--- src/rtl/lcd_char_ctrl.sv ---
// lcd_char_ctrl: HD44780-style character LCD controller, 8-bit or 4-bit bus.
// Optional LCD_AUTO_WRAP_EN: issue a DDRAM address command on row wrap.
module lcd_char_ctrl #(
    parameter int BUS_4BIT    = 0,
    parameter int COLS        = 16,
    parameter int ROWS        = 2,
    parameter int PWR_WAIT    = 750000,
    parameter int INIT_WAIT_1 = 205000,
    parameter int INIT_WAIT_2 = 5000,
    parameter int SETUP_WAIT  = 2,
    parameter int E_WAIT      = 12,
    parameter int CMD_WAIT    = 2000,
    parameter int CLEAR_WAIT  = 82000
) (
    input  logic       CLK_50MHZ,
    input  logic       BTN_SOUTH,
    input  logic       CHAR_VALID,
    output logic       CHAR_READY,
    input  logic [7:0] CHAR_DATA,
    input  logic       CHAR_CMD,
    output logic       INIT_DONE,
    output logic [7:0] LCD_DB,
    output logic       LCD_E,
    output logic       LCD_RS,
    output logic       LCD_RW,
    output logic [7:0] LED
);

    localparam int INIT_N = (BUS_4BIT != 0) ? 8 : 7;

    typedef enum logic [5:0] {
        S_PWR   = 6'h01,
        S_INIT  = 6'h02,
        S_IDLE  = 6'h03,
        S_SETUP = 6'h04,
        S_EHIGH = 6'h05,
        S_HOLD  = 6'h06
`ifdef LCD_AUTO_WRAP_EN
        ,
        S_WRAP  = 6'h07
`endif
    } state_t;

    state_t      state_q;
    logic [31:0] cnt_q;
    logic [31:0] wait_q;
    logic [3:0]  idx_q;
    logic [7:0]  byte_q;
    logic [7:0]  db_q;
    logic        rs_q;
    logic        e_q;
    logic        single_q;
    logic        nib_q;
    logic        ready_q;
    logic        done_q;
    logic [5:0]  col_q;
    logic        row_q;
`ifdef LCD_AUTO_WRAP_EN
    logic        wrap_q;
    logic        wrap_d;
`endif

    logic [5:0]  col_d;
    logic        row_d;
    logic [31:0] post_d;

    logic [7:0]  init_byte;
    logic [31:0] init_wait;
    logic        init_single;

    // Bus image of a byte: full byte, or one nibble on DB[7:4].
    function automatic logic [7:0] bus_val(input logic [7:0] b,
                                           input logic low);
        logic [7:0] v;
        if (BUS_4BIT != 0) begin
            v = low ? {b[3:0], 4'h0} : {b[7:4], 4'h0};
        end else begin
            v = b;
        end
        return v;
    endfunction

    always_comb begin
        init_byte   = 8'h30;
        init_wait   = 32'(CMD_WAIT);
        init_single = 1'b0;
        if (BUS_4BIT != 0) begin
            case (idx_q)
                4'd0: begin
                    init_single = 1'b1;
                    init_wait   = 32'(INIT_WAIT_1);
                end
                4'd1: begin
                    init_single = 1'b1;
                    init_wait   = 32'(INIT_WAIT_2);
                end
                4'd2: init_single = 1'b1;
                4'd3: begin
                    init_single = 1'b1;
                    init_byte   = 8'h20;
                end
                4'd4: init_byte = 8'h28;
                4'd5: init_byte = 8'h06;
                4'd6: init_byte = 8'h0C;
                4'd7: begin
                    init_byte = 8'h01;
                    init_wait = 32'(CLEAR_WAIT);
                end
                default: ;
            endcase
        end else begin
            case (idx_q)
                4'd0: init_wait = 32'(INIT_WAIT_1);
                4'd1: init_wait = 32'(INIT_WAIT_2);
                4'd2: ;
                4'd3: init_byte = 8'h38;
                4'd4: init_byte = 8'h06;
                4'd5: init_byte = 8'h0C;
                4'd6: begin
                    init_byte = 8'h01;
                    init_wait = 32'(CLEAR_WAIT);
                end
                default: ;
            endcase
        end
    end

    // Cursor bookkeeping for the request currently on the handshake.
    always_comb begin
        col_d  = col_q;
        row_d  = row_q;
        post_d = 32'(CMD_WAIT);
`ifdef LCD_AUTO_WRAP_EN
        wrap_d = 1'b0;
`endif
        if (!CHAR_CMD) begin
            if (col_q == 6'(COLS - 1)) begin
                col_d = 6'd0;
                row_d = (ROWS > 1) ? ~row_q : 1'b0;
`ifdef LCD_AUTO_WRAP_EN
                wrap_d = 1'b1;
`endif
            end else begin
                col_d = col_q + 6'd1;
            end
        end else if (CHAR_DATA == 8'h01 || CHAR_DATA == 8'h02) begin
            col_d  = 6'd0;
            row_d  = 1'b0;
            post_d = 32'(CLEAR_WAIT);
        end else if (CHAR_DATA[7]) begin
            col_d = CHAR_DATA[5:0];
            row_d = (ROWS > 1) ? CHAR_DATA[6] : 1'b0;
        end
    end

    always_ff @(posedge CLK_50MHZ) begin
        if (BTN_SOUTH) begin
            state_q  <= S_PWR;
            cnt_q    <= 32'd0;
            wait_q   <= 32'd0;
            idx_q    <= 4'd0;
            byte_q   <= 8'h00;
            db_q     <= 8'h00;
            rs_q     <= 1'b0;
            e_q      <= 1'b0;
            single_q <= 1'b0;
            nib_q    <= 1'b0;
            ready_q  <= 1'b0;
            done_q   <= 1'b0;
            col_q    <= 6'd0;
            row_q    <= 1'b0;
`ifdef LCD_AUTO_WRAP_EN
            wrap_q   <= 1'b0;
`endif
        end else begin
            unique case (state_q)
                S_PWR: begin
                    if (cnt_q == 32'(PWR_WAIT - 1)) begin
                        cnt_q   <= 32'd0;
                        idx_q   <= 4'd0;
                        state_q <= S_INIT;
                    end else begin
                        cnt_q <= cnt_q + 32'd1;
                    end
                end
                S_INIT: begin
                    if (idx_q == 4'(INIT_N)) begin
                        done_q  <= 1'b1;
                        ready_q <= 1'b1;
                        state_q <= S_IDLE;
                    end else begin
                        byte_q   <= init_byte;
                        db_q     <= bus_val(init_byte, 1'b0);
                        rs_q     <= 1'b0;
                        wait_q   <= init_wait;
                        single_q <= init_single;
                        nib_q    <= 1'b0;
                        idx_q    <= idx_q + 4'd1;
                        cnt_q    <= 32'd0;
                        state_q  <= S_SETUP;
                    end
                end
                S_IDLE: begin
                    if (CHAR_VALID && ready_q) begin
                        ready_q  <= 1'b0;
                        byte_q   <= CHAR_DATA;
                        db_q     <= bus_val(CHAR_DATA, 1'b0);
                        rs_q     <= ~CHAR_CMD;
                        wait_q   <= post_d;
                        single_q <= 1'b0;
                        nib_q    <= 1'b0;
                        col_q    <= col_d;
                        row_q    <= row_d;
`ifdef LCD_AUTO_WRAP_EN
                        wrap_q   <= wrap_d;
`endif
                        cnt_q    <= 32'd0;
                        state_q  <= S_SETUP;
                    end
                end
                S_SETUP: begin
                    if (cnt_q == 32'(SETUP_WAIT - 1)) begin
                        e_q     <= 1'b1;
                        cnt_q   <= 32'd0;
                        state_q <= S_EHIGH;
                    end else begin
                        cnt_q <= cnt_q + 32'd1;
                    end
                end
                S_EHIGH: begin
                    if (cnt_q == 32'(E_WAIT - 1)) begin
                        e_q     <= 1'b0;
                        cnt_q   <= 32'd0;
                        state_q <= S_HOLD;
                    end else begin
                        cnt_q <= cnt_q + 32'd1;
                    end
                end
                S_HOLD: begin
                    // High nibble of a full byte: short gap, then low nibble.
                    if (BUS_4BIT != 0 && !single_q && !nib_q) begin
                        if (cnt_q == 32'(CMD_WAIT - 1)) begin
                            nib_q   <= 1'b1;
                            db_q    <= bus_val(byte_q, 1'b1);
                            cnt_q   <= 32'd0;
                            state_q <= S_SETUP;
                        end else begin
                            cnt_q <= cnt_q + 32'd1;
                        end
                    end else if (cnt_q == wait_q - 32'd1) begin
                        cnt_q <= 32'd0;
                        if (!done_q) begin
                            state_q <= S_INIT;
                        end
`ifdef LCD_AUTO_WRAP_EN
                        else if (wrap_q) begin
                            state_q <= S_WRAP;
                        end
`endif
                        else begin
                            ready_q <= 1'b1;
                            state_q <= S_IDLE;
                        end
                    end else begin
                        cnt_q <= cnt_q + 32'd1;
                    end
                end
`ifdef LCD_AUTO_WRAP_EN
                S_WRAP: begin
                    byte_q   <= {1'b1, row_q, 6'h00};
                    db_q     <= bus_val({1'b1, row_q, 6'h00}, 1'b0);
                    rs_q     <= 1'b0;
                    wait_q   <= 32'(CMD_WAIT);
                    single_q <= 1'b0;
                    nib_q    <= 1'b0;
                    wrap_q   <= 1'b0;
                    cnt_q    <= 32'd0;
                    state_q  <= S_SETUP;
                end
`endif
                default: state_q <= S_PWR;
            endcase
        end
    end

    assign CHAR_READY = ready_q;
    assign INIT_DONE  = done_q;
    assign LCD_DB     = db_q;
    assign LCD_E      = e_q;
    assign LCD_RS     = rs_q;
    assign LCD_RW     = 1'b0;
    assign LED        = {done_q, row_q, state_q};

endmodule
--- config.mk ---
export PLATFORM = sky130hd
export DESIGN_NAME = lcd_char_ctrl
export DESIGN_NICKNAME = d
export VERILOG_FILES = /design/src/rtl/lcd_char_ctrl.sv
export SDC_FILE = /design/constraint.sdc
export NUM_CORES = 1
export LEC_CHECK = 0
export ABC_AREA = 1
export CELL_PAD_IN_SITES_DETAIL_PLACEMENT = 1
export CELL_PAD_IN_SITES_GLOBAL_PLACEMENT = 1
export CORE_ASPECT_RATIO = 0.6
export CORE_MARGIN = 3
export CORE_UTILIZATION = 41
export DETAILED_ROUTE_END_ITERATION = 8
export PLACE_DENSITY = 0.84
export SYNTH_ARGS = -nofsm -noshare
export SYNTH_HDL_FRONTEND = slang
export SYNTH_SLANG_ARGS = --single-unit
--- constraint.sdc ---
create_clock -name CLK_50MHZ -period 2.7 [get_ports CLK_50MHZ]
set_clock_uncertainty 0.1 [all_clocks]
set_input_delay 0.675 -clock CLK_50MHZ [delete_from_list [all_inputs] [get_ports CLK_50MHZ]]
set_output_delay 0.675 -clock CLK_50MHZ [all_outputs]
set_load 0.05 [all_outputs]
==> run summary <==
First-pass DRT Iterations = 5
total of max-cap violations = 0
Num CTS Buffers = 9
maximum VDD drop = 0.486 mV
Worst Hold Class = reg2reg
register area = 1360 um2
met2 WL = 7470 um
P_sw = 2.71 mW
CP arrival = 2700 ps
power share of the combinational group = 53.7%
Seq/Total Area, Yosys = 27.5%
Total GRT Usage = 27.5%
critical path type = reg2reg
Core ar. = 11500 um2
Switching Share = 47.4%
minimum clock period = 2590 ps
top sig layer = met4
grt ovf = 0
Pleak = 2.47 nW
die width = 148 um
DR iter-0 viols = 514
met3 wire length = 1490 um
Slew Limit Fails = 0
worst path buffer plus inverter count = 2
Fin Hold WS = 377 ps
largest net degree at the start of global routing = 46
vias = 5455
Crit. End Element = register
CP delay by family, top = simple AND/OR/NAND/NOR gates
R2R Path Start = cnt_q[18]$_SDFFE_PP0P_
CP max stage cell = dfxtp_1
Hold Crit Start = CHAR_READY$_SDFFE_PP0P_
multi-input logic area = 3020 um2
Worst path max stage delay = 570 ps
CTS Buffer Depth = 2
clk slew on worst S/H paths = 60 ps
buffers added on ports = 28
f_max = 386 MHz
ys async rst share = 0%
die footprint = 13500 um2
NumNets Final = 850
Hold Fails Final Rpt = 0
P_int = 3.00 mW
crit-path max FO = 7
Synth cell types = 45
R2R setup slack = 110 ps
FF-to-FF path depth = 9
Avg Inst Size Synth = 6.19 um2
Post-synth EDFFs = 0
Hold Path Sink = CHAR_READY$_SDFFE_PP0P_
Area Growth Syn to Fin = 16.9%
Main synth FF type = dfxtp_1
clock share of power = 23.7%
count of warnings emitted by yosys = 0
fin crit share = 96.1%
first-pass GRT wire length = 29700 um
synthesis-stage register bit count = 68
Seq pwr share = 22.6%
vias in the first global route = 5581
Starting Density = 43.0%
FILL cells = 1577
I/O pin count = 33
outcome = completed
pwr dens = 986 nW/um2
antenna fix cells = 0
Slew Limit Headroom = 53.2%
Routed Antenna Nets = 0
dpl cells = 978
Site Rows = 30
M1 WL = 8960 um
most used cell, CP = nand2_1
routability cong. = 0.980
final wirelength = 18200 um
H-Tree Depth = 3
commonest non-fill, non-tap cells in the layout = nand2_1 (212), inv_1 (109), nor2_1 (79), dfxtp_1 (68), a21oi_1 (64)
Routed WL per cell = 18.3 um
measured slew at the worst slew-check pin = 695 ps
Root Buffer = clkbuf_16
most common cell after layout, fill and taps aside = nand2_1
vias per cell = 5.49
RSZ-0062 raised after global routing = true
Die Span Y = 91.1 um
layout cells sized above 1 = 10.1%
Residual DRC = 0
hold depth = 2
Final setup viols = 0
Clk Latency, worst-skew pair = 340 ps
CP startpoint kind = register
clk sink count = 68
FF-to-FF End = cnt_q[30]$_SDFFE_PP0P_
setup bufs post-CTS = 0
HPWL Detailed = 13800 um
initial antenna violation count = 0
Synth Cell Area = 4950 um2
worst path cell trace = inv_1 > nor3_1 > nand2_1 > nor4_1 > nand2_1 > xor2_1 > inv_1 > nand2_1 > a21oi_1
Worst Path Required = 2800 ps
TritonCTS clock tree = built
Final Instance Count excl. Fillers = 994
Post-Syn Instances = 800
## Yosys cell counts (all sizes together), types with 6 or more instances
cell	count	share of area (%)
inv	117	8.9
dfxtp	68	27
nor4	6	0.76
nand2	222	17
nand3	44	5.1
nand4	16	2.0
o21ai	40	4.3
xor2	29	5.1
a31oi	7	0.88
nor3	25	2.8
buf	14	2.2
ha	9	2.3
clkbuf	16	1.2
nor2	96	8.9
a21oi	65	6.6
## layout make-up
| cell class | count | area share (%) |
|---|---|---|
| sequential | 68 | 23.5 |
| timing repair buffer | 45 | 7.39 |
| tap | 160 | 3.46 |
| clock buffer | 11 | 4.36 |
| inverter | 118 | 7.65 |
| clock inverter | 5 | 1.43 |
| multi-input combinational | 587 | 52.2 |
## state kept, by name, indices dropped and copies added, names as in the netlist
register,cells
cnt_q,32
wait_q,10
LCD_DB,8
col_q,6
idx_q,4
state_q,3
CHAR_READY,1
INIT_DONE,1
LCD_E,1
LCD_RS,1
row_q,1
## tightest hold or removal path, stage by stage (launching register included)
cell and delay (ps):
dfxtp_1 320, inv_1 50, a21oi_1 60
## routing by layer
metal,track usage (%),up-vias
met5,0,-
met4,6.69,0
met3,5.99,23
met2,40.5,199
met1,40.7,2634
li1,-,2599
## how the worst max path moves through the flow
| stage | from | to | slack, ps | cells after the start |
|---|---|---|---|---|
| floorplan | wait_q[4]$_SDFFE_PP0P_ | cnt_q[0]$_SDFFE_PP0P_ | 300 | 17 |
| global placement | CHAR_VALID | idx_q[3]$_SDFFE_PP0P_ | 130 | 10 |
| detailed placement | CHAR_DATA[0] | col_q[4]$_SDFFE_PP0P_ | -2 | 10 |
| CTS | cnt_q[0]$_SDFFE_PP0P_ | idx_q[1]$_SDFFE_PP0P_ | 150 | 10 |
| global route | wait_q[3]$_SDFFE_PP0P_ | state_q[1]$_SDFFE_PP0P_ | -3 | 15 |
| finish | cnt_q[18]$_SDFFE_PP0P_ | cnt_q[30]$_SDFFE_PP0P_ | 110 | 9 |
## power by group through the flow
stage	combinational [mW]	clock, mW	sequential, mW
floorplan	2.00	0	1.45
global route	3.39	1.41	1.31
CTS	3.02	1.36	1.29
global placement	2.79	0	1.30
finish	3.07	1.35	1.29
detailed placement	2.96	0	1.31
## timing repair
item,4_1_cts,5_1_grt
resized for setup,0,8
setup endpoints to repair,0,39
hold buffers,0,0
## cells by family after synthesis
group	Yosys count	synth area share (%)
compound gates	125	13.9
flops	68	27.5
simple gates	415	37.9
xor+xnor	34	6.01
other cells	1	0.0757
buf+inv	148	12.4
fa+ha+maj	9	2.27
## stage by stage
stage	TNS (ps)	power [mW]	util [%]	instance area (um2)	setup WS, ps
after floorplan	0	3.45	-	4960	298
after global placement	0	4.08	47.0	5420	132
after detailed placement	-2.23	4.27	47.0	5420	-2.23
after CTS	0	5.67	50.0	5760	145
after global routing	-2.90	6.11	50.2	5790	-2.90
final	0	5.71	50.2	5790	106
No activity file was read; power rests on OpenSTA's default activity.
